### config.mk
export PLATFORM = sky130hd
export DESIGN_NAME = ysyx_22050243_branch_ctrl_flat
export DESIGN_NICKNAME = d
export VERILOG_FILES = /design/src/rtl/ysyx_22050243_branch_ctrl_pkg.sv /design/src/rtl/ysyx_22050243_branch_ctrl_if.sv /design/src/rtl/ysyx_22050243_bht.sv /design/src/rtl/ysyx_22050243_branch_ctrl.sv /design/src/flat_wrapper.sv
export SDC_FILE = /design/constraint.sdc
export NUM_CORES = 1
export LEC_CHECK = 0
export CAP_MARGIN = 0
export CORE_MARGIN = 5
export CORE_UTILIZATION = 40
export CTS_CLUSTER_DIAMETER = 150
export DETAILED_ROUTE_END_ITERATION = 8
export GPL_TIMING_DRIVEN = 0
export PLACE_DENSITY = 0.76
export SKIP_CTS_REPAIR_TIMING = 1
export SKIP_LAST_GASP = 1
export SYNTH_ARGS = -nofsm -noshare
export SYNTH_HDL_FRONTEND = slang
export SYNTH_SLANG_ARGS = --single-unit
### constraint.sdc
create_clock -name clk -period 2.03 [get_ports clk]
set_input_delay 0.406 -clock clk [delete_from_list [all_inputs] [get_ports clk]]
set_output_delay 0.406 -clock clk [all_outputs]
set_load 0.05 [all_outputs]
### src/rtl/ysyx_22050243_branch_ctrl_pkg.sv
// Shared definitions for the branch controller: FSM states, 2-bit predictor
// counter encodings and the saturating counter update rule.
package ysyx_22050243_branch_ctrl_pkg;

  typedef enum logic [1:0] {
    S_IDLE     = 2'd0,
    S_REDIRECT = 2'd1,
    S_FLUSH    = 2'd2
  } ctrl_state_e;

  localparam logic [1:0] CTR_SNT = 2'd0;
  localparam logic [1:0] CTR_WNT = 2'd1;
  localparam logic [1:0] CTR_WT  = 2'd2;
  localparam logic [1:0] CTR_ST  = 2'd3;

  localparam logic [1:0] BHT_RESET_VAL = CTR_WNT;

  function automatic logic [1:0] ctr_next(input logic [1:0] ctr, input logic taken);
    logic [1:0] nxt;
    nxt = ctr;
    if (taken) begin
      if (ctr != CTR_ST) nxt = ctr + 2'd1;
    end else begin
      if (ctr != CTR_SNT) nxt = ctr - 2'd1;
    end
    return nxt;
  endfunction

endpackage

### src/rtl/ysyx_22050243_branch_ctrl_if.sv
// EX-result and IF-redirect handshakes between the pipeline and the branch
// controller; master is the pipeline side, slave is the controller.
interface ysyx_22050243_branch_ctrl_if #(
  parameter int WIDTH = 32
);
  logic             ex_valid;
  logic             ex_ready;
  logic [WIDTH-1:0] ex_pc;
  logic             ex_taken;
  logic [WIDTH-1:0] ex_target;
  logic             ex_pred_taken;
  logic             redir_valid;
  logic             redir_ready;
  logic [WIDTH-1:0] redir_pc;

  modport master (
    output ex_valid, ex_pc, ex_taken, ex_target, ex_pred_taken, redir_ready,
    input  ex_ready, redir_valid, redir_pc
  );

  modport slave (
    input  ex_valid, ex_pc, ex_taken, ex_target, ex_pred_taken, redir_ready,
    output ex_ready, redir_valid, redir_pc
  );
endinterface

### src/rtl/ysyx_22050243_bht.sv
// Table of 2-bit saturating counters. The lookup is combinational off the
// registered table, so a same-cycle update at the same index is not visible.
module ysyx_22050243_bht
  import ysyx_22050243_branch_ctrl_pkg::*;
#(
  parameter int IDX = 4
) (
  input  logic           clk,
  input  logic           rst,
  input  logic [IDX-1:0] lookup_idx,
  output logic [1:0]     lookup_ctr,
  input  logic           upd_en,
  input  logic [IDX-1:0] upd_idx,
  input  logic           upd_taken
);

  localparam int ENTRIES = 2 ** IDX;

  logic [1:0] table_q [ENTRIES];

  always_ff @(posedge clk) begin
    if (rst) begin
      for (int i = 0; i < ENTRIES; i++) table_q[i] <= BHT_RESET_VAL;
    end else if (upd_en) begin
      table_q[upd_idx] <= ctr_next(table_q[upd_idx], upd_taken);
    end
  end

  assign lookup_ctr = table_q[lookup_idx];

endmodule

### src/rtl/ysyx_22050243_branch_ctrl.sv
// Branch resolution controller: accepts resolved branches from EX, trains the
// BHT, and on a misprediction issues a redirect to IF followed by a flush pulse.
module ysyx_22050243_branch_ctrl
  import ysyx_22050243_branch_ctrl_pkg::*;
#(
  parameter int WIDTH        = 32,
  parameter int BHT_IDX      = 4,
  parameter int FLUSH_CYCLES = 2
) (
  input  logic                         clk,
  input  logic                         rst,
  input  logic [WIDTH-1:0]             if_pc,
  output logic                         if_pred_taken,
  ysyx_22050243_branch_ctrl_if.slave   ctrl_bus,
  output logic                         flush,
  output logic [31:0]                  perf_branches,
  output logic [31:0]                  perf_mispred
);

  localparam int CNT_W = $clog2(FLUSH_CYCLES + 1);
  localparam logic [CNT_W-1:0] FLUSH_RELOAD = CNT_W'(FLUSH_CYCLES - 1);

  ctrl_state_e       state_q, state_d;
  logic [CNT_W-1:0]  flush_cnt_q, flush_cnt_d;
  logic [WIDTH-1:0]  redir_pc_q, redir_pc_d;
  logic [31:0]       perf_branches_q, perf_mispred_q;
  logic              in_idle, handshake, mispredict, redir_valid;
  logic [1:0]        lookup_ctr;
  logic              unused_pc_bits;

  assign in_idle    = (state_q == S_IDLE);
  assign handshake  = ctrl_bus.ex_valid & in_idle;
  assign mispredict = handshake & (ctrl_bus.ex_taken != ctrl_bus.ex_pred_taken);

  always_ff @(posedge clk) begin
    if (rst) begin
      state_q     <= S_IDLE;
      flush_cnt_q <= '0;
      redir_pc_q  <= '0;
    end else begin
      state_q     <= state_d;
      flush_cnt_q <= flush_cnt_d;
      redir_pc_q  <= redir_pc_d;
    end
  end

  // The flush pulse starts in the redirect acceptance cycle; FLUSH covers the rest.
  always_comb begin
    state_d     = state_q;
    flush_cnt_d = flush_cnt_q;
    redir_pc_d  = redir_pc_q;
    redir_valid = 1'b0;
    flush       = 1'b0;
    case (state_q)
      S_IDLE: begin
        if (mispredict) begin
          redir_pc_d = ctrl_bus.ex_taken ? ctrl_bus.ex_target
                                         : ctrl_bus.ex_pc + WIDTH'(4);
          state_d    = S_REDIRECT;
        end
      end
      S_REDIRECT: begin
        redir_valid = 1'b1;
        if (ctrl_bus.redir_ready) begin
          flush = 1'b1;
          if (FLUSH_CYCLES == 1) begin
            state_d = S_IDLE;
          end else begin
            state_d     = S_FLUSH;
            flush_cnt_d = FLUSH_RELOAD;
          end
        end
      end
      S_FLUSH: begin
        flush = 1'b1;
        if (flush_cnt_q <= CNT_W'(1)) begin
          state_d     = S_IDLE;
          flush_cnt_d = '0;
        end else begin
          flush_cnt_d = flush_cnt_q - CNT_W'(1);
        end
      end
      default: state_d = S_IDLE;
    endcase
  end

  always_ff @(posedge clk) begin
    if (rst) begin
      perf_branches_q <= '0;
      perf_mispred_q  <= '0;
    end else begin
      if (handshake)  perf_branches_q <= perf_branches_q + 32'd1;
      if (mispredict) perf_mispred_q  <= perf_mispred_q + 32'd1;
    end
  end

  ysyx_22050243_bht #(.IDX(BHT_IDX)) u_bht (
    .clk        (clk),
    .rst        (rst),
    .lookup_idx (if_pc[BHT_IDX+1:2]),
    .lookup_ctr (lookup_ctr),
    .upd_en     (handshake),
    .upd_idx    (ctrl_bus.ex_pc[BHT_IDX+1:2]),
    .upd_taken  (ctrl_bus.ex_taken)
  );

  assign unused_pc_bits = ^{if_pc[WIDTH-1:BHT_IDX+2], if_pc[1:0], lookup_ctr[0]};

  assign if_pred_taken        = lookup_ctr[1];
  assign ctrl_bus.ex_ready    = in_idle;
  assign ctrl_bus.redir_valid = redir_valid;
  assign ctrl_bus.redir_pc    = redir_pc_q;
  assign perf_branches        = perf_branches_q;
  assign perf_mispred         = perf_mispred_q;

endmodule

### src/flat_wrapper.sv
// flat-port wrapper written by rule: the top's interface ports become plain ports
module ysyx_22050243_branch_ctrl_flat import ysyx_22050243_branch_ctrl_pkg::*;
#(
  parameter int WIDTH        = 32,
  parameter int BHT_IDX      = 4,
  parameter int FLUSH_CYCLES = 2
)
  (clk, rst, if_pc, if_pred_taken, flush, perf_branches, perf_mispred, ctrl_bus_ex_valid, ctrl_bus_ex_pc, ctrl_bus_ex_taken, ctrl_bus_ex_target, ctrl_bus_ex_pred_taken, ctrl_bus_redir_ready, ctrl_bus_ex_ready, ctrl_bus_redir_valid, ctrl_bus_redir_pc);
  ysyx_22050243_branch_ctrl_if #(.WIDTH(WIDTH)) ctrl_bus_i ();
  input  logic clk;
  input  logic rst;
  input  logic [WIDTH-1:0] if_pc;
  output logic if_pred_taken;
  output logic flush;
  output logic [31:0] perf_branches;
  output logic [31:0] perf_mispred;
  input wire logic [$bits(ctrl_bus_i.ex_valid)-1:0] ctrl_bus_ex_valid;
  input wire logic [$bits(ctrl_bus_i.ex_pc)-1:0] ctrl_bus_ex_pc;
  input wire logic [$bits(ctrl_bus_i.ex_taken)-1:0] ctrl_bus_ex_taken;
  input wire logic [$bits(ctrl_bus_i.ex_target)-1:0] ctrl_bus_ex_target;
  input wire logic [$bits(ctrl_bus_i.ex_pred_taken)-1:0] ctrl_bus_ex_pred_taken;
  input wire logic [$bits(ctrl_bus_i.redir_ready)-1:0] ctrl_bus_redir_ready;
  output wire logic [$bits(ctrl_bus_i.ex_ready)-1:0] ctrl_bus_ex_ready;
  output wire logic [$bits(ctrl_bus_i.redir_valid)-1:0] ctrl_bus_redir_valid;
  output wire logic [$bits(ctrl_bus_i.redir_pc)-1:0] ctrl_bus_redir_pc;
  assign ctrl_bus_i.ex_valid = ctrl_bus_ex_valid;
  assign ctrl_bus_i.ex_pc = ctrl_bus_ex_pc;
  assign ctrl_bus_i.ex_taken = ctrl_bus_ex_taken;
  assign ctrl_bus_i.ex_target = ctrl_bus_ex_target;
  assign ctrl_bus_i.ex_pred_taken = ctrl_bus_ex_pred_taken;
  assign ctrl_bus_i.redir_ready = ctrl_bus_redir_ready;
  assign ctrl_bus_ex_ready = ctrl_bus_i.ex_ready;
  assign ctrl_bus_redir_valid = ctrl_bus_i.redir_valid;
  assign ctrl_bus_redir_pc = ctrl_bus_i.redir_pc;
  ysyx_22050243_branch_ctrl #(.WIDTH(WIDTH), .BHT_IDX(BHT_IDX), .FLUSH_CYCLES(FLUSH_CYCLES)) u_core (.clk(clk), .rst(rst), .if_pc(if_pc), .if_pred_taken(if_pred_taken), .ctrl_bus(ctrl_bus_i), .flush(flush), .perf_branches(perf_branches), .perf_mispred(perf_mispred));
endmodule
### Word level (Yosys, flattened, before mapping)

Memory sizes are Yosys's and may differ from the RTL's.
Index checks and enable logic that the tools add are counted.
W data, S select, Z words.

| storage, ports and cells | value |
|---|---|
| flip-flop bits (word level) | 100 |
| RAM bits | 32 |
| input port bits | 102 |
| output and inout bits | 100 |
| logic and storage cells | 53 |
| memories | 1 |

| cells by class | value |
|---|---|
| add/sub/neg operators | 6 |
| order comparisons | 1 |
| eq/ne operators | 7 |
| muxes and demuxes | 24 |
| bitwise operators | 2 |
| reduce and logical (&&, ||, !) cells | 7 |

Memory list:

| memory | words | bits a word | rd ports | clocked after memory_dff | wr ports | line | source |
|---|---|---|---|---|---|---|---|
| u_core.u_bht.table_q | 16 | 2 | 2 | 0 | 16 | ysyx_22050243_bht.sv:19 | `logic [1:0] table_q [ENTRIES];` |

Operators with widths:

| cell | count |
|---|---|
| $add A32 B1 Y32 const B | 2 |
| $add A32 B3 Y32 const B | 1 |
| $mux W32 | 1 |
| $mux W2 | 11 |
| $mux W1 | 8 |
| $ne A2 B2 Y1 const B | 3 |
| $pmux W2 S3 | 1 |
| $mux W4 | 1 |
| $pmux W2 S2 | 1 |
| $reduce_and A2 Y1 | 2 |
| $reduce_bool A2 Y1 | 2 |
| $sub A2 B1 Y2 const B | 2 |
| $reduce_and A3 Y1 | 1 |
| $add A2 B1 Y2 const B | 1 |
| $and A1 B1 Y1 | 2 |
| $eq A2 B1 Y1 const B | 1 |
| $eq A2 B2 Y1 const B | 1 |
| $le A2 B1 Y1 const B | 1 |
| $logic_not A2 Y1 | 1 |
| $ne A2 B1 Y1 const B | 1 |
| $pmux W1 S2 | 1 |
| $reduce_or A2 Y1 | 1 |
| $ne A1 B1 Y1 | 1 |

### Longest topological paths before layout

Gate-level depths: netlist (run 1).

| depth | value |
|---|---|
| depth after elaboration | 7 |
| mapped depth | 9 |
| mapped depth without buffers | 7 |

### Cells and area by module

A second synthesis (run 1) with hierarchy kept.

| unflattened totals | value |
|---|---|
| cell total of the unflattened synthesis | 775 |
| area total of the unflattened synthesis | 6999.2 sq um |

By module, submodules not included:

| module | times used | cells an instance | area an instance (sq um) | seq. area each (sq um) |
|---|---|---|---|---|
| ysyx_22050243_branch_ctrl | 1 | 621 | 5056.1 | 2001.9 |
| ysyx_22050243_bht | 1 | 154 | 1943.1 | 960.9 |

### Worst setup path after synthesis (run 1)

OpenSTA, ideal clock, no wires.

| path | value |
|---|---|
| path kind | reg2reg |
| start point | register u_core.state_q[1] |
| end point | register u_core.perf_mispred_q[22] (netlist: u_core.perf_mispred[22]) |
| library setup time | 70 ps |
| arrival | 2437 ps |
| data required time | 1960 ps |
| setup slack | -478 ps |
| stages on the path, launching flop included | 9 |
| buffers on the path | 1 |
| path through | dfxtp_1 > inv_1 > ha_1 > nand3_1 > nor4b_4 > nand4_2 > buf_2 > or3_1 > a21oi_1 |

| between the ends | value |
|---|---|
| longest elaborated chain between the ends | 3 |

RTL lines:

| what | line | source |
|---|---|---|
| from (decl) | ysyx_22050243_branch_ctrl.sv:23 | `ctrl_state_e state_q, state_d;` |
| from (signal assigned) | ysyx_22050243_branch_ctrl.sv:41 | `state_q <= state_d;` |
| $logic_not A2 Y1 | ysyx_22050243_branch_ctrl.sv:31 | `assign in_idle = (state_q == S_IDLE);` |
| net ctrl_bus_ex_ready | flat_wrapper.sv:23 | `output wire logic [$bits(ctrl_bus_i.ex_ready)-1:0] ctrl_bus_ex_ready;` |
| $and A1 B1 Y1 | ysyx_22050243_branch_ctrl.sv:32 | `assign handshake = ctrl_bus.ex_valid & in_idle;` |
| $and A1 B1 Y1 | ysyx_22050243_branch_ctrl.sv:33 | `assign mispredict = handshake & (ctrl_bus.ex_taken != ctrl_bus.ex_pred_taken);` |
| to (signal assigned) | ysyx_22050243_branch_ctrl.sv:93 | `if (mispredict) perf_mispred_q <= perf_mispred_q + 32'd1;` |
| to (decl) | ysyx_22050243_branch_ctrl.sv:26 | `logic [31:0] perf_branches_q, perf_mispred_q;` |

The timed path passes the listed nets, and every way through them passes these cells.
A chain may end at the register's enable or synchronous reset.

==> results of run 1 <==
-- worst max-delay path by stage --
stage | depth (start not counted) | to
2_1_floorplan | 6 | u_core.u_bht.table_q[11][1]
3_5_place_dp | 4 | if_pred_taken
5_1_grt | 3 | if_pred_taken
4_1_cts | 4 | if_pred_taken
6_report | 3 | if_pred_taken
3_3_place_gp | 4 | if_pred_taken
-- worst reg2reg max path: stages (launching register included) --
cell	delay [ns]
edfxtp_1	0.40
mux4_2	0.49
a22o_1	0.24
a211oi_2	0.25
maj3_2	0.40
clkbuf_16	0.20
nor3_2	0.04
-- report_power, final --
group          total (mW)  internal (mW)  leakage [nW]  switching [mW]
logic                1.27          0.515          3.59           0.760
clock network        2.85           1.58         0.256            1.27
registers            2.83           2.77          1.10          0.0574
total                6.95           4.87          4.94            2.08
-- registers in the layout, summed over array words and instances, names as in the netlist --
register / cells
u_core.perf_mispred: 32
u_core.perf_branches: 32
u_core.u_bht.table_q: 32
u_core.flush_cnt_q: 2
u_core.state_q: 2
u_core.ctrl_bus.redir_pc: 32
-- cell usage in the layout, fill, tap and decap left out, types with 16 or more instances in the layout --
| master | n |
|---|---|
| nor2_1 | 67 |
| buf_4 | 20 |
| nand2_1 | 70 |
| clkdlybuf4s50_1 | 83 |
| xnor2_1 | 52 |
| nand3_1 | 39 |
| nor3_1 | 16 |
| and3_1 | 22 |
| nand4_1 | 31 |
| a21oi_1 | 36 |
| inv_1 | 17 |
| edfxtp_1 | 32 |
| clkbuf_16 | 18 |
| o21ai_0 | 23 |
| xor2_1 | 21 |
| clkbuf_1 | 17 |
| dfxtp_1 | 78 |
| dfxtp_2 | 22 |
| dlymetal6s2s_1 | 84 |
-- final cells by class --
cell class / instances / area (µm²) / area share
Multi-Input combinational cell: 578 / 4180 / 0.398
Sequential cell: 132 / 2990 / 0.285
Timing Repair Buffer: 199 / 2180 / 0.208
Clock buffer: 19 / 433 / 0.0413
Tap cell: 225 / 282 / 0.0268
Buffer: 44 / 258 / 0.0246
Clock inverter: 13 / 100 / 0.00954
Inverter: 19 / 71.3 / 0.00680
-- metal layers --
layer | GRT usage | routed length (µm)
met1 | 0.266 | 9380
met5 | 0 | 0
met3 | 0.0549 | 1750
met4 | 0.0740 | 606
met2 | 0.349 | 11100
-- Yosys cell counts, types with 3 or more instances --
library cell	count	area [µm²]
dfxtp_1	100	2000
nand2_1	76	285
nor2_1	74	278
xnor2_1	52	455
nand3_1	41	205
a21oi_1	39	195
clkbuf_1	32	120
edfxtp_1	32	961
nand4_1	31	194
o21ai_0	30	150
and3_1	23	144
nor4_1	23	144
nor3_1	22	110
xor2_1	22	193
inv_1	19	71.3
or3_1	13	81.3
nand2b_1	12	75.1
mux4_2	11	248
o22ai_1	11	68.8
and4_1	10	87.6
ha_1	10	125
buf_2	7	35.0
o211ai_1	7	52.6
and2_1	6	37.5
nor2b_1	6	37.5
nor3_2	6	60.1
a211oi_1	5	37.5
a31oi_1	4	25.0
mux2i_1	4	40.0
o31ai_1	4	30.0
or4_1	4	30.0
buf_1	3	11.3
buf_6	3	33.8
-- metrics by stage --
step           power (mW)  setup WS, ns
3_3_place_gp         4.01         -1.22
2_1_floorplan        3.55       -0.0636
6_report             6.95        -0.376
4_1_cts              6.84         -1.21
3_5_place_dp         4.02         -1.21
5_1_grt              7.19        -0.404
-- kinds of logic (layout without fill, tap and decap cells) --
group                      count (synthesis)  count (layout)  synth area share
DFF                                      132             132             0.420
and+or+nand+nor                          361             361             0.278
xor gates and xnor gates                  75              75            0.0943
AOI/OAI and AO/OA                        112             112            0.0943
adders and majority gates                 12              12            0.0213
buffers and inverters                     67             294            0.0414
muxes                                     18              18            0.0499
==> impl_results.html, run 1 <==
<table>
<tr><th>Metric</th><th>Value</th></tr>
<tr><th colspan="2">Hold path</th></tr>
<tr><td>Worst Hold Endpoint</td><td>u_core.ctrl_bus.redir_pc[10]</td></tr>
<tr><td>Startpoint of the tightest hold check path</td><td>u_core.ctrl_bus.redir_pc[10]</td></tr>
<tr><td>Number of cells on the worst hold path</td><td>2</td></tr>
<tr><td>Hold WC Path Type</td><td>reg -&gt; reg</td></tr>
<tr><th colspan="2">Clocking</th></tr>
<tr><td>Root buffer cell</td><td>clkbuf_16</td></tr>
<tr><td>TritonCTS sink count</td><td>132</td></tr>
<tr><td>Reg clk slew, reported paths</td><td>0.07 ns</td></tr>
<tr><td>Clock latency of the later-clocked register in the worst-skew pair</td><td>0.42 ns</td></tr>
<tr><td>H-tree depth</td><td>4</td></tr>
<tr><td>Max clock buf depth</td><td>2</td></tr>
<tr><td>Clock tree from TritonCTS</td><td>done</td></tr>
<tr><td>Cts bufs inserted</td><td>17</td></tr>
<tr><th colspan="2">Floorplanning</th></tr>
<tr><td>Effective utilization at floorplan</td><td>0.407</td></tr>
<tr><td>Die outline width</td><td>143 µm</td></tr>
<tr><td>Core ar.</td><td>0.0173 mm²</td></tr>
<tr><td>Count of pins on the block boundary</td><td>202</td></tr>
<tr><td>Vert. Die Dim</td><td>143 µm</td></tr>
<tr><td>Number of core rows</td><td>48</td></tr>
<tr><td>Overall die area</td><td>0.0204 mm²</td></tr>
<tr><th colspan="2">Drt</th></tr>
<tr><td>Length of the first detailed-routing pass in iterations</td><td>5</td></tr>
<tr><td>Number of vias after detailed routing</td><td>6866</td></tr>
<tr><td>Remaining number of nets flagged by the antenna check after routing</td><td>0</td></tr>
<tr><td>Via-to-Cell Ratio</td><td>5.59</td></tr>
<tr><td>DRC</td><td>0</td></tr>
<tr><td>Detailed router's first-iteration violation count</td><td>443</td></tr>
<tr><td>Total wire length</td><td>22800 µm</td></tr>
<tr><td>Average routed wire per standard cell</td><td>18.5 µm</td></tr>
<tr><th colspan="2">Setup path</th></tr>
<tr><td>Kind of start point of the critical path</td><td>flip-flop</td></tr>
<tr><td>Worst r2r path cells</td><td>6</td></tr>
<tr><td>Family of cells with the greatest summed delay on the critical path</td><td>multiplexers</td></tr>
<tr><td>WP data required</td><td>1.62 ns</td></tr>
<tr><td>Critical path cell sequence</td><td>mux4_2 &gt; mux4_2 &gt; buf_6</td></tr>
<tr><td>Category of the most critical setup path</td><td>reg -&gt; out</td></tr>
<tr><td>Peak fanout along the critical path</td><td>2</td></tr>
<tr><td>Flop-to-flop setup slack</td><td>-0.25 ns</td></tr>
<tr><td>Crit path arrival time</td><td>2.00 ns</td></tr>
<tr><td>Reg-to-reg critical path startpoint</td><td>u_core.u_bht.table_q[3][1]</td></tr>
<tr><td>WP buf/inv</td><td>1</td></tr>
<tr><td>CP most frequent cell</td><td>mux4_2</td></tr>
<tr><td>Cell type of the slowest stage on the worst timing path</td><td>mux4_2</td></tr>
<tr><td>Max stage delay on crit path</td><td>0.50 ns</td></tr>
<tr><td>Crit. Startpoint</td><td>u_core.u_bht.table_q[11][1]</td></tr>
<tr><td>Kind of end point of the critical path</td><td>primary output</td></tr>
<tr><td>Reg2Reg Capture Point</td><td>u_core.u_bht.table_q[11][1]</td></tr>
<tr><th colspan="2">Cells and area</th></tr>
<tr><td>Area delta synth-&gt;final</td><td>48.8%</td></tr>
<tr><td>Area of all placed cells without fillers</td><td>0.0105 mm²</td></tr>
<tr><td>Number of inserted diodes</td><td>0</td></tr>
<tr><td>Number of standard cells in the final layout excluding fillers</td><td>1229</td></tr>
<tr><td>Layout Nets</td><td>1103</td></tr>
<tr><td>Fraction of final layout cells with drive strength greater than 1</td><td>0.199</td></tr>
<tr><td>Core utilization of the finished layout</td><td>0.606</td></tr>
<tr><td>Fill cell instance count of the final layout</td><td>1465</td></tr>
<tr><th colspan="2">Power</th></tr>
<tr><td>Worst-case vdd ir drop</td><td>0.000593 V</td></tr>
<tr><td>Total power per unit cell area</td><td>663 mW/mm²</td></tr>
<tr><td>Leakage power summed over all cells</td><td>4.94 nW</td></tr>
<tr><th colspan="2">Run status</th></tr>
<tr><td>Result of the run</td><td>finished with violations</td></tr>
<tr><td>Failing checks</td><td>setup timing</td></tr>
<tr><th colspan="2">Global routing</th></tr>
<tr><td>Global-route congestion overflow total</td><td>0</td></tr>
<tr><td>All-Layer GR Usage</td><td>0.210</td></tr>
<tr><td>First-pass GRT wire length</td><td>34000 µm</td></tr>
<tr><td>Number of antenna violations at the first check in global routing</td><td>0</td></tr>
<tr><td>Vias in the first global route</td><td>6488</td></tr>
<tr><td>Pin count of the biggest net entering global routing</td><td>17</td></tr>
<tr><th colspan="2">Timing</th></tr>
<tr><td>Post-route clock period utilization</td><td>1.19</td></tr>
<tr><td>Setup repair after global routing missed its margin</td><td>yes</td></tr>
<tr><td>Clock Skew</td><td>0.0178 ns</td></tr>
<tr><td>Final hold viol count</td><td>0</td></tr>
<tr><td>Total Negative Setup Slacks</td><td>-8.58 ns</td></tr>
<tr><td>Worst slew slack as a fraction of its limit</td><td>0.560</td></tr>
<tr><td>Setup Viol. Count Final</td><td>61</td></tr>
<tr><td>Period minus WS final</td><td>2.41 ns</td></tr>
<tr><td>Worst hold slack</td><td>0.455 ns</td></tr>
<tr><td>Pins Over Slew Limit</td><td>0</td></tr>
<tr><td>Highest attainable clock frequency</td><td>416 MHz</td></tr>
<tr><td>Worst path setup slack after routing</td><td>-0.376 ns</td></tr>
<tr><td>Slew at the pin closest to its max-slew limit</td><td>0.659 ns</td></tr>
<tr><th colspan="2">Synthesis</th></tr>
<tr><td>Post-synth EDFFs</td><td>32</td></tr>
<tr><td>Avg Synthesized Cell Area</td><td>9.07 µm²</td></tr>
<tr><td>Post-synth design cell area</td><td>0.00705 mm²</td></tr>
<tr><td>Most common flop cell mapped by yosys</td><td>dfxtp_1</td></tr>
<tr><td>Post-synth cell types</td><td>59</td></tr>
<tr><td>Number of synthesized register bits</td><td>132</td></tr>
<tr><td>Post-Synthesis Cells</td><td>777</td></tr>
<tr><td>Total nets after synthesis</td><td>889</td></tr>
<tr><td>Sequential area share after synthesis</td><td>0.420</td></tr>
<tr><td>Total of warnings raised by yosys</td><td>0</td></tr>
<tr><td>Post-synthesis async set-or-reset flop share</td><td>0</td></tr>
<tr><th colspan="2">Placed design</th></tr>
<tr><td>Area after DPL</td><td>0.00909 mm²</td></tr>
<tr><td>Detailed Place HPWL</td><td>16300 µm</td></tr>
<tr><td>RePlAce Congestion</td><td>0.902</td></tr>
<tr><td>Number of buffer cells added on primary ports</td><td>170</td></tr>
<tr><td>Number of placed instances, taps included</td><td>1172</td></tr>
<tr><th colspan="2">Job</th></tr>
<tr><td>Maximum capacitance violations</td><td>0</td></tr>
</table>
No activity file was read; power rests on OpenSTA's default activity.
==> run 2: changes to the inputs <==
--- a/config.mk
+++ b/config.mk
@@ -8,6 +8,7 @@
 export CAP_MARGIN = 0
 export CORE_MARGIN = 5
 export CORE_UTILIZATION = 40
+export CTS_BUF_LIST = sky130_fd_sc_hd__clkbuf_8
 export CTS_CLUSTER_DIAMETER = 150
 export DETAILED_ROUTE_END_ITERATION = 8
 export GPL_TIMING_DRIVEN = 0
==> impl_results.html, run 2 (synthesis results as in run 1) <==
<table>
<tr><th>Metric</th><th>Value</th></tr>
<tr><th colspan="2">Run status</th></tr>
<tr><td>Result of the run</td><td>finished with violations</td></tr>
<tr><td>Failing checks</td><td>setup timing</td></tr>
<tr><th colspan="2">Power</th></tr>
<tr><td>Worst-case vdd ir drop</td><td>0.000457 V (-23%)</td></tr>
<tr><td>Sequential power share</td><td>0.462 (+0.055)</td></tr>
<tr><td>Leakage power summed over all cells</td><td>5.19 nW (+4.9%)</td></tr>
<tr><td>Internal cell power</td><td>4.14 mW (-15%)</td></tr>
<tr><td>Part of the total power dissipated in combinational logic</td><td>0.210 (+0.027)</td></tr>
<tr><td>Switching power as a share of total power</td><td>0.323 (+0.0236)</td></tr>
<tr><td>Total power per unit cell area</td><td>593 mW/mm² (-11%)</td></tr>
<tr><td>NetSw</td><td>1.98 mW (-5.0%)</td></tr>
<tr><td>Portion of total power attributed to the clock network</td><td>0.328 (-0.082)</td></tr>
<tr><th colspan="2">Cells and area</th></tr>
<tr><td>Area of all placed cells without fillers</td><td>0.0103 mm² (-1.6%)</td></tr>
<tr><td>Fraction of final layout cells with drive strength greater than 1</td><td>0.201 (+0.00160)</td></tr>
<tr><td>Commonest non-fill, non-tap cell in the layout</td><td>dlymetal6s2s_1</td></tr>
<tr><td>Area delta synth-&gt;final</td><td>46.4%</td></tr>
<tr><td>Number of inserted diodes</td><td>0 (unchanged)</td></tr>
<tr><td>Layout Nets</td><td>1100 (-0.27%)</td></tr>
<tr><td>Most used cells in the layout excluding fill and tap cells</td><td>104 x dlymetal6s2s_1, 78 x dfxtp_1, 69 x nand2_1, 68 x nor2_1, 63 x clkdlybuf4s50_1</td></tr>
<tr><th colspan="2">Setup path</th></tr>
<tr><td>WP data required</td><td>1.62 ns (about the same)</td></tr>
<tr><td>WP buf/inv</td><td>1 (unchanged)</td></tr>
<tr><td>Critical path cell sequence</td><td>mux4_2 &gt; mux4_2 &gt; buf_6</td></tr>
<tr><td>Max stage delay on crit path</td><td>0.50 ns (about the same)</td></tr>
<tr><td>Crit path arrival time</td><td>2.04 ns (+0.04 ns)</td></tr>
<tr><td>Category of the most critical setup path</td><td>reg -&gt; out</td></tr>
<tr><td>Peak fanout along the critical path</td><td>2 (unchanged)</td></tr>
<tr><td>Kind of start point of the critical path</td><td>flip-flop</td></tr>
<tr><td>Cell type of the slowest stage on the worst timing path</td><td>mux4_2</td></tr>
<tr><td>Flop-to-flop setup slack</td><td>-0.22 ns (+0.03 ns)</td></tr>
<tr><td>Family of cells with the greatest summed delay on the critical path</td><td>multiplexers</td></tr>
<tr><td>Kind of end point of the critical path</td><td>primary output</td></tr>
<tr><td>CP most frequent cell</td><td>mux4_2</td></tr>
<tr><th colspan="2">Global routing</th></tr>
<tr><td>Pin count of the biggest net entering global routing</td><td>17 (unchanged)</td></tr>
<tr><td>Vias in the first global route</td><td>6433 (-0.85%)</td></tr>
<tr><td>Global-route congestion overflow total</td><td>0 (unchanged)</td></tr>
<tr><td>First-pass GRT wire length</td><td>33700 µm (-0.93%)</td></tr>
<tr><td>All-Layer GR Usage</td><td>0.210 (-0.000774)</td></tr>
<tr><td>Number of antenna violations at the first check in global routing</td><td>0 (unchanged)</td></tr>
<tr><th colspan="2">Clocking</th></tr>
<tr><td>TritonCTS sink count</td><td>132 (unchanged)</td></tr>
<tr><td>Max clock buf depth</td><td>2 (unchanged)</td></tr>
<tr><td>Root buffer cell</td><td>clkbuf_8</td></tr>
<tr><td>Reg clk slew, reported paths</td><td>0.10 ns (+0.03 ns)</td></tr>
<tr><td>Clock latency of the later-clocked register in the worst-skew pair</td><td>0.46 ns (+0.04 ns)</td></tr>
<tr><td>H-tree depth</td><td>4 (unchanged)</td></tr>
<tr><td>Clock tree from TritonCTS</td><td>done</td></tr>
<tr><td>Cts bufs inserted</td><td>17 (unchanged)</td></tr>
<tr><th colspan="2">Timing</th></tr>
<tr><td>Worst path setup slack after routing</td><td>-0.419 ns (-0.0427 ns)</td></tr>
<tr><td>Final hold viol count</td><td>0 (unchanged)</td></tr>
<tr><td>Setup Viol. Count Final</td><td>33 (-46%)</td></tr>
<tr><td>Clock Skew</td><td>0.0237 ns (+0.00586 ns)</td></tr>
<tr><td>Highest attainable clock frequency</td><td>408 MHz (-1.7%)</td></tr>
<tr><td>Worst slew slack as a fraction of its limit</td><td>0.563 (+0.00257)</td></tr>
<tr><td>Setup repair after global routing missed its margin</td><td>yes</td></tr>
<tr><td>Pins Over Slew Limit</td><td>0 (unchanged)</td></tr>
<tr><td>Period minus WS final</td><td>2.45 ns (+0.0427 ns)</td></tr>
<tr><td>Worst hold slack</td><td>0.390 ns (-0.0649 ns)</td></tr>
<tr><td>Post-route clock period utilization</td><td>1.21 (+0.0211)</td></tr>
<tr><td>Slew at the pin closest to its max-slew limit</td><td>0.655 ns (-0.00385 ns)</td></tr>
<tr><th colspan="2">Floorplanning</th></tr>
<tr><td>Overall die area</td><td>0.0204 mm² (unchanged)</td></tr>
<tr><td>Number of core rows</td><td>48 (unchanged)</td></tr>
<tr><td>Vert. Die Dim</td><td>143 µm (unchanged)</td></tr>
<tr><td>Die outline width</td><td>143 µm (unchanged)</td></tr>
<tr><td>Core ar.</td><td>0.0173 mm² (unchanged)</td></tr>
<tr><td>Count of pins on the block boundary</td><td>202 (unchanged)</td></tr>
<tr><td>Effective utilization at floorplan</td><td>0.407 (unchanged)</td></tr>
<tr><th colspan="2">Drt</th></tr>
<tr><td>Length of the first detailed-routing pass in iterations</td><td>5 (unchanged)</td></tr>
<tr><td>DRC</td><td>0 (unchanged)</td></tr>
<tr><td>Total wire length</td><td>22700 µm (-0.38%)</td></tr>
<tr><td>Remaining number of nets flagged by the antenna check after routing</td><td>0 (unchanged)</td></tr>
<tr><td>Detailed router's first-iteration violation count</td><td>415 (-6.3%)</td></tr>
<tr><td>Number of vias after detailed routing</td><td>6807 (-0.86%)</td></tr>
<tr><td>Average routed wire per standard cell</td><td>18.5 µm (-0.13%)</td></tr>
<tr><td>Via-to-Cell Ratio</td><td>5.55 (-0.62%)</td></tr>
<tr><th colspan="2">Placed design</th></tr>
<tr><td>Area after DPL</td><td>0.00909 mm² (unchanged)</td></tr>
<tr><td>Post-placement setup slack</td><td>-1.21 ns (unchanged)</td></tr>
<tr><td>Detailed Place HPWL</td><td>16300 µm (unchanged)</td></tr>
<tr><td>RePlAce Congestion</td><td>0.902 (unchanged)</td></tr>
<tr><td>Number of buffer cells added on primary ports</td><td>170 (unchanged)</td></tr>
<tr><th colspan="2">Job</th></tr>
<tr><td>Maximum capacitance violations</td><td>0 (unchanged)</td></tr>
<tr><th colspan="2">Hold path</th></tr>
<tr><td>Hold WC Path Type</td><td>in -&gt; reg</td></tr>
</table>
==> run 2: cell types whose count changed in the layout (fill, tap and decap cells not counted), moves of 3 or more <==
cell | before | now
clkdlybuf4s50_1 | 83 | 63
dlymetal6s2s_1 | 84 | 104
clkbuf_16 | 18 | 1
clkbuf_8 | 0 | 17
buf_2 | 8 | 5
nor2_2 | 3 | 0
==> run 2: worst register-to-register path, delay by kind of cell (launching register included) <==
kind / cells / cell delay [ns]
DFF: 1 / 0.41
adders and majority gates: 1 / 0.40
AOI/OAI and AO/OA: 2 / 0.48
muxes: 1 / 0.49
buffers and inverters: 1 / 0.20
and+or+nand+nor: 1 / 0.04
==> run 2: path summary, 6_finish.rpt <==
kind	startpoint	end	cells after the start
max	u_core.u_bht.table_q[11][1]	if_pred_taken	3
min	ctrl_bus_ex_taken	u_core.ctrl_bus.redir_pc[23]	3
max reg2reg	u_core.u_bht.table_q[3][1]	u_core.u_bht.table_q[12][1]	6
min reg2reg	u_core.ctrl_bus.redir_pc[10]	u_core.ctrl_bus.redir_pc[10]	2
==> run 2: metal layers <==
metal | GRT usage | vias up | share of wire
li1 | - | 3235 | -
met1 | 0.265 | 3222 | 0.41
met2 | 0.342 | 310 | 0.48
met3 | 0.0603 | 40 | 0.083
met4 | 0.0780 | 0 | 0.027
met5 | 0 | - | 0
==> run 2: cell type report <==
type                       count  area, µm²
inverter                      19       71.3
multi-input combinational    578       4170
clock inverter                15        108
timing repair buffer         195       2190
fill                        1493       6980
sequential                   132       2990
clock buffer                  17        234
tap                          225        282
buffer                        45        268
==> run 2: power by group through the flow <==
stage               logic, mW  clock network [mW]  registers [mW]
finish                   1.29                2.01            2.82
global route             1.36                2.18            2.83
CTS                      1.14                2.05            2.83
detailed placement       1.14                   0            2.89
global placement         1.13                   0            2.88
floorplan               0.471                   0            3.08
==> run 2: stage by stage <==
step / power, mW / TNS (ns) / util / cells
after CTS: 6.02 / -45.57 / 0.545 / 1204
final: 6.12 / -5.03 / 0.596 / 1226
after global routing: 6.37 / -7.43 / 0.596 / 1226
after global placement: 4.01 / -97.04 / 0.525 / 1172
after floorplan: 3.55 / -0.878 / - / 777
after detailed placement: 4.02 / -101.02 / 0.525 / 1172
==> run 3: changes to the inputs <==
--- a/config.mk
+++ b/config.mk
@@ -12,8 +12,7 @@
 export CTS_CLUSTER_DIAMETER = 150
 export DETAILED_ROUTE_END_ITERATION = 8
 export GPL_TIMING_DRIVEN = 0
-export PLACE_DENSITY = 0.76
-export SKIP_CTS_REPAIR_TIMING = 1
+export PLACE_DENSITY = 0.73
 export SKIP_LAST_GASP = 1
 export SYNTH_ARGS = -nofsm -noshare
 export SYNTH_HDL_FRONTEND = slang
==> constraint.sdc (replaced) <==
create_clock -name clk -period 2.6 [get_ports clk]
set_input_delay 0.52 -clock clk [delete_from_list [all_inputs] [get_ports clk]]
set_output_delay 0.52 -clock clk [all_outputs]
set_load 0.05 [all_outputs]
==> impl_results.html, run 3 (synthesis results as in run 1) <==
<table>
<tr><th>Metric</th><th>Value</th></tr>
<tr><th colspan="2">Timing</th></tr>
<tr><td>Setup Viol. Count Final</td><td>0 (-100%)</td></tr>
<tr><td>Worst hold slack</td><td>0.457 ns (+0.0668 ns)</td></tr>
<tr><td>Total Negative Setup Slacks</td><td>0 ns (+5.03 ns)</td></tr>
<tr><td>Clock Skew</td><td>0.0138 ns (-0.00989 ns)</td></tr>
<tr><td>Highest attainable clock frequency</td><td>388 MHz</td></tr>
<tr><td>Period minus WS final</td><td>2.58 ns</td></tr>
<tr><td>Final hold viol count</td><td>0 (unchanged)</td></tr>
<tr><td>Post-route clock period utilization</td><td>0.991</td></tr>
<tr><td>Setup repair after global routing missed its margin</td><td>yes</td></tr>
<tr><td>Slew at the pin closest to its max-slew limit</td><td>0.783 ns (+0.128 ns)</td></tr>
<tr><td>Worst slew slack as a fraction of its limit</td><td>0.478 (-0.0851)</td></tr>
<tr><td>Pins Over Slew Limit</td><td>0 (unchanged)</td></tr>
<tr><th colspan="2">Cells and area</th></tr>
<tr><td>Number of standard cells in the final layout excluding fillers</td><td>1209 (-1.4%)</td></tr>
<tr><td>Fraction of final layout cells with drive strength greater than 1</td><td>0.0955 (-0.105)</td></tr>
<tr><td>Area delta synth-&gt;final</td><td>33.8%</td></tr>
<tr><td>Layout Nets</td><td>1083 (-1.5%)</td></tr>
<tr><td>Commonest non-fill, non-tap cell in the layout</td><td>clkdlybuf4s50_1</td></tr>
<tr><td>Most used cells in the layout excluding fill and tap cells</td><td>163 x clkdlybuf4s50_1, 100 x dfxtp_1, 75 x nand2_1, 72 x nor2_1, 52 x xnor2_1</td></tr>
<tr><td>Core utilization of the finished layout</td><td>0.545 (-0.0512)</td></tr>
<tr><td>Number of inserted diodes</td><td>0 (unchanged)</td></tr>
<tr><td>Fill cell instance count of the final layout</td><td>1633 (+9.4%)</td></tr>
<tr><th colspan="2">Drt</th></tr>
<tr><td>Detailed router's first-iteration violation count</td><td>373 (-10%)</td></tr>
<tr><td>Remaining number of nets flagged by the antenna check after routing</td><td>0 (unchanged)</td></tr>
<tr><td>DRC</td><td>0 (unchanged)</td></tr>
<tr><td>Total wire length</td><td>21300 µm (-6.1%)</td></tr>
<tr><td>Length of the first detailed-routing pass in iterations</td><td>5 (unchanged)</td></tr>
<tr><td>Average routed wire per standard cell</td><td>17.6 µm (-4.7%)</td></tr>
<tr><td>Via-to-Cell Ratio</td><td>5.44 (-2.1%)</td></tr>
<tr><td>Number of vias after detailed routing</td><td>6572 (-3.5%)</td></tr>
<tr><th colspan="2">Floorplanning</th></tr>
<tr><td>Die outline width</td><td>143 µm (unchanged)</td></tr>
<tr><td>Number of core rows</td><td>48 (unchanged)</td></tr>
<tr><td>Count of pins on the block boundary</td><td>202 (unchanged)</td></tr>
<tr><td>Core ar.</td><td>0.0173 mm² (unchanged)</td></tr>
<tr><td>Effective utilization at floorplan</td><td>0.407 (unchanged)</td></tr>
<tr><td>Vert. Die Dim</td><td>143 µm (unchanged)</td></tr>
<tr><td>Overall die area</td><td>0.0204 mm² (unchanged)</td></tr>
<tr><th colspan="2">Setup path</th></tr>
<tr><td>Cell type of the slowest stage on the worst timing path</td><td>mux4_2</td></tr>
<tr><td>Flop-to-flop setup slack</td><td>0.20 ns (+0.42 ns)</td></tr>
<tr><td>Kind of start point of the critical path</td><td>flip-flop</td></tr>
<tr><td>Peak fanout along the critical path</td><td>2 (unchanged)</td></tr>
<tr><td>Crit path arrival time</td><td>2.06 ns (+0.02 ns)</td></tr>
<tr><td>Reg2Reg Capture Point</td><td>u_core.perf_mispred[30]</td></tr>
<tr><td>Category of the most critical setup path</td><td>reg -&gt; out</td></tr>
<tr><td>WP data required</td><td>2.08 ns (+0.46 ns)</td></tr>
<tr><td>Family of cells with the greatest summed delay on the critical path</td><td>multiplexers</td></tr>
<tr><td>Critical path cell sequence</td><td>mux4_2 &gt; mux4_2 &gt; buf_2</td></tr>
<tr><td>Max stage delay on crit path</td><td>0.50 ns (about the same)</td></tr>
<tr><td>Kind of end point of the critical path</td><td>primary output</td></tr>
<tr><td>CP most frequent cell</td><td>mux4_2</td></tr>
<tr><td>Worst r2r path cells</td><td>8 (+2)</td></tr>
<tr><td>Reg-to-reg critical path startpoint</td><td>u_core.state_q[1]</td></tr>
<tr><td>WP buf/inv</td><td>1 (unchanged)</td></tr>
<tr><th colspan="2">Clocking</th></tr>
<tr><td>TritonCTS sink count</td><td>132 (unchanged)</td></tr>
<tr><td>Clock tree from TritonCTS</td><td>done</td></tr>
<tr><td>Root buffer cell</td><td>clkbuf_8</td></tr>
<tr><td>Max clock buf depth</td><td>2 (unchanged)</td></tr>
<tr><td>H-tree depth</td><td>4 (unchanged)</td></tr>
<tr><td>Clock latency of the later-clocked register in the worst-skew pair</td><td>0.45 ns (about the same)</td></tr>
<tr><td>Reg clk slew, reported paths</td><td>0.09 ns (about the same)</td></tr>
<tr><td>Cts bufs inserted</td><td>17 (unchanged)</td></tr>
<tr><th colspan="2">Global routing</th></tr>
<tr><td>All-Layer GR Usage</td><td>0.211 (+0.00176)</td></tr>
<tr><td>First-pass GRT wire length</td><td>33900 µm (+0.51%)</td></tr>
<tr><td>Number of antenna violations at the first check in global routing</td><td>0 (unchanged)</td></tr>
<tr><td>Global-route congestion overflow total</td><td>0 (unchanged)</td></tr>
<tr><td>Vias in the first global route</td><td>6349 (-1.3%)</td></tr>
<tr><td>Pin count of the biggest net entering global routing</td><td>17 (unchanged)</td></tr>
<tr><th colspan="2">Power</th></tr>
<tr><td>Worst-case vdd ir drop</td><td>0.000338 V (-26%)</td></tr>
<tr><td>Leakage power summed over all cells</td><td>3.08 nW (-41%)</td></tr>
<tr><td>Total power per unit cell area</td><td>495 mW/mm² (-17%)</td></tr>
<tr><th colspan="2">Placed design</th></tr>
<tr><td>RePlAce Congestion</td><td>0.980 (+8.6%)</td></tr>
<tr><td>Detailed Place HPWL</td><td>16200 µm (-0.69%)</td></tr>
<tr><td>Number of placed instances, taps included</td><td>1172 (unchanged)</td></tr>
<tr><td>Number of buffer cells added on primary ports</td><td>170 (unchanged)</td></tr>
<tr><th colspan="2">Hold path</th></tr>
<tr><td>Worst Hold Endpoint</td><td>u_core.ctrl_bus.redir_pc[7]</td></tr>
<tr><td>Number of cells on the worst hold path</td><td>2 (-1)</td></tr>
<tr><td>Startpoint of the tightest hold check path</td><td>u_core.ctrl_bus.redir_pc[7]</td></tr>
<tr><td>Hold WC Path Type</td><td>reg -&gt; reg</td></tr>
<tr><th colspan="2">Run status</th></tr>
<tr><td>Result of the run</td><td>complete, no violations</td></tr>
<tr><th colspan="2">Job</th></tr>
<tr><td>Maximum capacitance violations</td><td>0 (unchanged)</td></tr>
</table>
[run 3: cell count changes in the layout (fill, tap and decap cells not counted), moves of 6 or more]
cell / before / now
nor2_4: 6 / 0
nand2_1: 69 / 75
clkbuf_1: 15 / 28
nor3_2: 13 / 6
buf_6: 11 / 3
dfxtp_2: 22 / 0
nor4_1: 13 / 23
buf_4: 20 / 8
nor3_1: 15 / 22
clkdlybuf4s50_1: 63 / 163
dfxtp_1: 78 / 100
nand2_2: 8 / 2
dlymetal6s2s_1: 104 / 2
[run 3: worst max-delay path by stage]
stage,slack (ns),cells after the start,end,startpoint
floorplan,0.09,8,u_core.perf_mispred[22],u_core.state_q[1]
global placement,-0.89,4,if_pred_taken,if_pc[2]
detailed placement,-0.90,4,if_pred_taken,if_pc[2]
CTS,-0.13,4,if_pred_taken,if_pc[3]
global route,-0.07,3,if_pred_taken,u_core.u_bht.table_q[15][1]
finish,0.02,3,if_pred_taken,u_core.u_bht.table_q[15][1]
[run 3: repair_timing]
action / in CTS / in global routing
hold buffers: 0 / 0
setup endpoints to repair: 46 / 45
resized for setup: 14 / 16
setup buffers: 0 / 5
pin swaps: 0 / 1
[run 3: cell type report]
| type | count | area (µm²) | share of cell area |
|---|---|---|---|
| multi-input combinational | 578 | 3810 | 0.404 |
| tap | 225 | 282 | 0.0299 |
| clock buffer | 18 | 248 | 0.0263 |
| sequential | 132 | 2960 | 0.314 |
| buffer | 48 | 228 | 0.0241 |
| inverter | 19 | 71.3 | 0.00756 |
| clock inverter | 14 | 101 | 0.0107 |
| timing repair buffer | 175 | 1730 | 0.184 |
[run 3: routing by layer]
metal | GRT usage | routed length, µm
met1 | 0.276 | 9080
met2 | 0.333 | 9780
met3 | 0.0643 | 1890
met4 | 0.0775 | 578
met5 | 0 | 0
[run 3: metrics by stage]
| stage | cell area [µm²] | total power [mW] | setup slack (ns) |
|---|---|---|---|
| after floorplan | 7050 | 2.76 | 0.0925 |
| after global placement | 9030 | 3.12 | -0.890 |
| after detailed placement | 9030 | 3.13 | -0.902 |
| after CTS | 9380 | 4.72 | -0.128 |
| after global routing | 9430 | 4.90 | -0.0728 |
| final | 9430 | 4.67 | 0.0227 |
[run 3: report_power, final]
| group | internal, mW | total, mW | switching, mW |
|---|---|---|---|
| sequential | 2.16 | 2.21 | 0.0461 |
| clock | 0.695 | 1.58 | 0.888 |
| combinational | 0.330 | 0.879 | 0.549 |
[run 3: tightest hold or removal path, stage by stage, from the launching register on]
cell     delay, ns
dfxtp_1       0.31
nand2_1       0.05
a21oi_1       0.05
